### src/rtl/imuldiv_pkg.sv
// Shared encodings for the iterative divider's issue side: pipeline op codes,
// divider request sign select, and the issue-unit FSM state encoding.
package imuldiv_pkg;

   localparam logic [1:0] FN_DIV  = 2'b00;
   localparam logic [1:0] FN_DIVU = 2'b01;
   localparam logic [1:0] FN_REM  = 2'b10;
   localparam logic [1:0] FN_REMU = 2'b11;

   localparam logic DIVREQ_SIGNED   = 1'b1;
   localparam logic DIVREQ_UNSIGNED = 1'b0;

   typedef enum logic [1:0] {
      ST_IDLE = 2'd0,
      ST_REQ  = 2'd1,
      ST_WAIT = 2'd2,
      ST_WB   = 2'd3
   } state_t;

endpackage

### src/rtl/imuldiv_wait_timer.sv
// Saturating 8-bit wait counter with a sticky expiry flag; the flag survives
// clr and is only cleared by reset.
module imuldiv_wait_timer #(
   parameter int TIMEOUT_CYCLES = 64
) (
   input  logic clk,
   input  logic reset,
   input  logic clr,
   input  logic en,
   output logic expired
);

   localparam logic [7:0] LIMIT = 8'(TIMEOUT_CYCLES);

   logic [7:0] count;
   logic [7:0] count_next;

   assign count_next = (count == 8'hFF) ? count : count + 8'd1;

   always_ff @(posedge clk or posedge reset) begin
      if (reset) begin
         count   <= '0;
         expired <= 1'b0;
      end else if (clr) begin
         count <= '0;
      end else if (en) begin
         count <= count_next;
         if (count_next == LIMIT) expired <= 1'b1;
      end
   end

endmodule

### src/rtl/imuldiv_div_issue_unit.sv
// Issues one div/divu/rem/remu op to the iterative divider, selects quotient or
// remainder from the response and hands the tagged result to writeback.
module imuldiv_div_issue_unit
   import imuldiv_pkg::*;
#(
   parameter int TAG_W          = 5,
   parameter int TIMEOUT_CYCLES = 64,
   parameter bit BYPASS_DIVZERO = 1'b1
) (
   input  logic              clk,
   input  logic              reset,
   input  logic              op_val,
   output logic              op_rdy,
   input  logic [1:0]        op_fn,
   input  logic [31:0]       op_a,
   input  logic [31:0]       op_b,
   input  logic [TAG_W-1:0]  op_tag,
   output logic              divreq_val,
   input  logic              divreq_rdy,
   output logic              divreq_msg_fn,
   output logic [31:0]       divreq_msg_a,
   output logic [31:0]       divreq_msg_b,
   input  logic              divresp_val,
   output logic              divresp_rdy,
   input  logic [63:0]       divresp_msg_result,
   output logic              wb_val,
   input  logic              wb_rdy,
   output logic [31:0]       wb_data,
   output logic [TAG_W-1:0]  wb_tag,
   output logic              busy,
   output logic              err_timeout,
   output state_t            dbg_state
);

   // Handshakes: a transfer happens on a rising edge where val && rdy are both
   // high; a producer holding val keeps its message stable until that edge,
   // and val never depends combinationally on rdy (all outputs are flops).

   state_t state;
   logic   rem_sel;

   assign dbg_state = state;

   imuldiv_wait_timer #(
      .TIMEOUT_CYCLES(TIMEOUT_CYCLES)
   ) u_wait_timer (
      .clk    (clk),
      .reset  (reset),
      .clr    (state == ST_REQ && divreq_rdy),
      .en     (state == ST_WAIT),
      .expired(err_timeout)
   );

   always_ff @(posedge clk or posedge reset) begin
      if (reset) begin
         state         <= ST_IDLE;
         rem_sel       <= 1'b0;
         op_rdy        <= 1'b1;
         divreq_val    <= 1'b0;
         divreq_msg_fn <= 1'b0;
         divreq_msg_a  <= '0;
         divreq_msg_b  <= '0;
         divresp_rdy   <= 1'b0;
         wb_val        <= 1'b0;
         wb_data       <= '0;
         wb_tag        <= '0;
         busy          <= 1'b0;
      end else begin
         unique case (state)
            ST_IDLE: begin
               if (op_val) begin
                  rem_sel       <= op_fn[1];
                  wb_tag        <= op_tag;
                  divreq_msg_fn <= op_fn[0] ? DIVREQ_UNSIGNED : DIVREQ_SIGNED;
                  divreq_msg_a  <= op_a;
                  divreq_msg_b  <= op_b;
                  op_rdy        <= 1'b0;
                  busy          <= 1'b1;
                  if (BYPASS_DIVZERO && op_b == '0) begin
                     // x/0 = all ones, x%0 = x, for both signednesses
                     wb_data <= op_fn[1] ? op_a : 32'hFFFF_FFFF;
                     wb_val  <= 1'b1;
                     state   <= ST_WB;
                  end else begin
                     divreq_val <= 1'b1;
                     state      <= ST_REQ;
                  end
               end
            end
            ST_REQ: begin
               if (divreq_rdy) begin
                  divreq_val  <= 1'b0;
                  divresp_rdy <= 1'b1;
                  state       <= ST_WAIT;
               end
            end
            ST_WAIT: begin
               if (divresp_val) begin
                  wb_data     <= rem_sel ? divresp_msg_result[63:32]
                                         : divresp_msg_result[31:0];
                  divresp_rdy <= 1'b0;
                  wb_val      <= 1'b1;
                  state       <= ST_WB;
               end
            end
            ST_WB: begin
               if (wb_rdy) begin
                  wb_val <= 1'b0;
                  op_rdy <= 1'b1;
                  busy   <= 1'b0;
                  state  <= ST_IDLE;
               end
            end
            default: state <= ST_IDLE;
         endcase
      end
   end

endmodule
### config.mk
export PLATFORM = sky130hd
export DESIGN_NAME = imuldiv_div_issue_unit
export DESIGN_NICKNAME = d
export VERILOG_FILES = /design/src/rtl/imuldiv_pkg.sv /design/src/rtl/imuldiv_wait_timer.sv /design/src/rtl/imuldiv_div_issue_unit.sv
export SDC_FILE = /design/constraint.sdc
export NUM_CORES = 1
export LEC_CHECK = 0
export CAP_MARGIN = 20
export CORE_MARGIN = 4
export CORE_UTILIZATION = 42
export CTS_CLUSTER_DIAMETER = 150
export DETAILED_ROUTE_END_ITERATION = 7
export PLACE_DENSITY = 0.77
export SLEW_MARGIN = 5
export SYNTH_ARGS = -nofsm -noshare
export SYNTH_HDL_FRONTEND = slang
export SYNTH_SLANG_ARGS = --single-unit
export TNS_END_PERCENT = 100
### constraint.sdc
create_clock -name clk -period 4.3 [get_ports clk]
set_clock_uncertainty 0.1 [all_clocks]
set_input_delay 0.43 -clock clk [delete_from_list [all_inputs] [get_ports clk]]
set_output_delay 0.43 -clock clk [all_outputs]
set_load 0.1 [all_outputs]
==> results.cfg <==
[run_status]
status = finished clean

[global_route]
grt_max_degree = 74
grtUsageTotal = 0.220
grt_first_pass_wirelength_um = 25500
grt_pass1_vias = 4863
grt_overflow = 0
antenna_found_initial = 0

[setup_path]
end_kind = register
start_kind = primary input
crit_fanout = 21
path_class = in2reg
max_stage_delay_ns = 0.43
critPathLaunch = op_b[0]
arrival_ns = 2.90
cp.required_ns = 4.49
crit_slowest_cell = clkdlybuf4s50_1
crit_chain = clkdlybuf4s50_1 > nor4_1 > nand4_1 > o21ai_2 > o2111ai_4 > buf_4 > mux2_4
ff2ff_path_depth = 6
r2r-start = dbg_state[0]$_DFFE_PP0P_

[final_layout]
syn2layout_area_growth_pct = 57.7
fin_nets = 840
final_cell_area_mm2 = 0.00893
drive_above_1_share = 0.211
fin_util = 0.675
antennaDiodeCount = 0

[route]
detail-route-antenna-nets = 0
wire_per_inst_um = 19.2
routed_wl_um = 16900
drc = 0
first_iter_violations = 270
dr.pass1.iters = 4
num_vias = 4551
via_per_inst = 5.16

[clock_tree]
cts_tree = built
clock_path_buffers = 2
cts_resized = 0
cts_root_buf = clkbuf_16
path_clk_slew_ns = 0.05
clock-sinks = 119
htree_levels = 4
numCtsBuffers = 17
postCtsSetupRepairBufs = 0
ctsHoldBuffers = 0
clock_latency_ns = 0.41

[timing]
max_freq_mhz = 368
report.final.slew_viol_count = 0
layout_setup_ws_ns = 1.59
hold_violations = 0
setup_viol = 0
min_period_over_period = 0.631
worstMarginPinSlew_ns = 1.06
relSlewSlack = 0.291
final.setup.tns_ns = 0
grt_setup_unrepaired = false
final.min_clock_period_ns = 2.71

[floorplanning]
rows = 42
ioPinCount = 251
start_util = 0.428
fp.dieW_um = 124
core-area_mm2 = 0.0132
die_height_um = 124
die_area_mm2 = 0.0154

[yosys]
seq_area_frac_synth = 0.526
ys_warn_count = 0
synth-edff-count = 0
syn_area_mm2 = 0.00566
netlist_instances = 444
syn_nets = 591
synth_ff_type = dfrtp_1
avgSynthCellArea_um2 = 12.8
async_reset_ff_frac = 1.00
ys_types = 42
ys_ff_latch = 119

[worst_hold_path]
min_path_type = in2async

[placement]
gp_congestion = 0.776
place_area_mm2 = 0.00832
io_buffers = 250
place_ws_ns = 1.15
hpwl_um = 12700

[flow_run]
drv_cap = 0
## Yosys cell counts, types with 3 or more instances
master / instances / area [um2]
o21ai_0: 6 / 30.0
mux2_2: 74 / 833
a22oi_1: 18 / 135
nand2_1: 14 / 52.6
nor3_1: 4 / 20.0
nand4_1: 3 / 18.8
nor2_1: 37 / 139
clkbuf_1: 19 / 71.3
nor4_1: 8 / 50.1
buf_6: 3 / 33.8
buf_2: 3 / 15.0
ha_1: 6 / 75.1
nand3_1: 4 / 20.0
inv_1: 9 / 33.8
mux2_4: 30 / 450
mux2i_1: 33 / 330
dfrtp_1: 118 / 2950
a21oi_1: 22 / 110
and3_1: 3 / 18.8
## cell families (layout without fill, tap and decap cells)
group / count (synthesis) / count (layout) / share of synthesized area
mux: 137 / 137 / 0.285
compound gates: 62 / 62 / 0.0758
buf+inv: 34 / 296 / 0.0272
simple gates: 84 / 84 / 0.0698
fa+ha+maj: 6 / 6 / 0.0133
xor+xnor: 2 / 2 / 0.00309
flops: 119 / 119 / 0.526
## routing by layer
layer / GRT usage / up-vias / wire length (um)
met5: 0 / - / 0
met4: 0.103 / 0 / 492
met2: 0.355 / 211 / 8170
li1: - / 2111 / -
met3: 0.0981 / 34 / 1900
met1: 0.249 / 2195 / 6360
## layout make-up
| cell class | instances | area (um2) |
|---|---|---|
| clock buffer | 22 | 464 |
| clock inverter | 10 | 150 |
| fill | 1012 | 4310 |
| inverter | 9 | 36.3 |
| multi-input combinational | 291 | 2540 |
| sequential | 119 | 2980 |
| tap | 176 | 220 |
| timing repair buffer | 255 | 2540 |
## sequential cells by signal, indices dropped and copies added, names as in the netlist
register and count:
wb_tag 5, divreq_msg_b 32, rem_sel 1, wb_val 1
op_rdy 1, divreq_msg_fn 1, u_wait_timer.count 8, busy 1
wb_data 32, divreq_val 1, u_wait_timer.expired 1, divresp_rdy 1
dbg_state 2, divreq_msg_a 32
## stage by stage
step           hold slack (ns)  cells
2_1_floorplan            0.412    444
3_3_place_gp             0.366    850
3_5_place_dp             0.371    850
4_1_cts                  0.372    882
5_1_grt                  0.408    882
6_report                 0.356    882
## cells in the final DEF (no fill, tap or decap), types with 2 or more instances in the layout
master	instances
clkdlybuf4s50_1	250
dfrtp_1	117
mux2_2	74
nor2_1	37
mux2i_1	33
mux2_4	30
a21oi_1	22
a22oi_1	18
clkbuf_16	17
nand2_1	13
inv_1	8
nor4_1	8
o21ai_0	6
clkinv_2	6
ha_1	5
buf_4	5
nand3_1	4
nor3_1	4
bufinv_16	4
and3_1	3
nand4_1	3
clkbuf_1	3
and2_1	2
and4_1	2
nand2b_1	2
xor2_1	2
a31oi_1	2
a31o_2	2
or2_2	2
clkbuf_8	2
## worst paths after layout
path | slack, ns | end
worst min register to register | 0.38 | u_wait_timer.expired$_DFFE_PP0P_
worst min-delay path | 0.36 | divreq_msg_b[8]$_DFFE_PP0P_
min in group clk | 0.38 | u_wait_timer.expired$_DFFE_PP0P_
max in group asynchronous | 2.90 | op_rdy$_DFFE_PP1P_
worst max-delay path | 1.59 | wb_data[15]$_DFFE_PP0P_
worst max register to register | 1.63 | wb_data[30]$_DFFE_PP0P_
## critical path, delay by kind of cell
kind,cells,cell delay [ns]
and+or+nand+nor,2,0.68
muxes,1,0.34
AOI/OAI and AO/OA,2,0.63
buffers and inverters,2,0.81
Power is not shown: default switching activity piles up to over one toggle a cycle in this logic, so the estimate is an artifact.
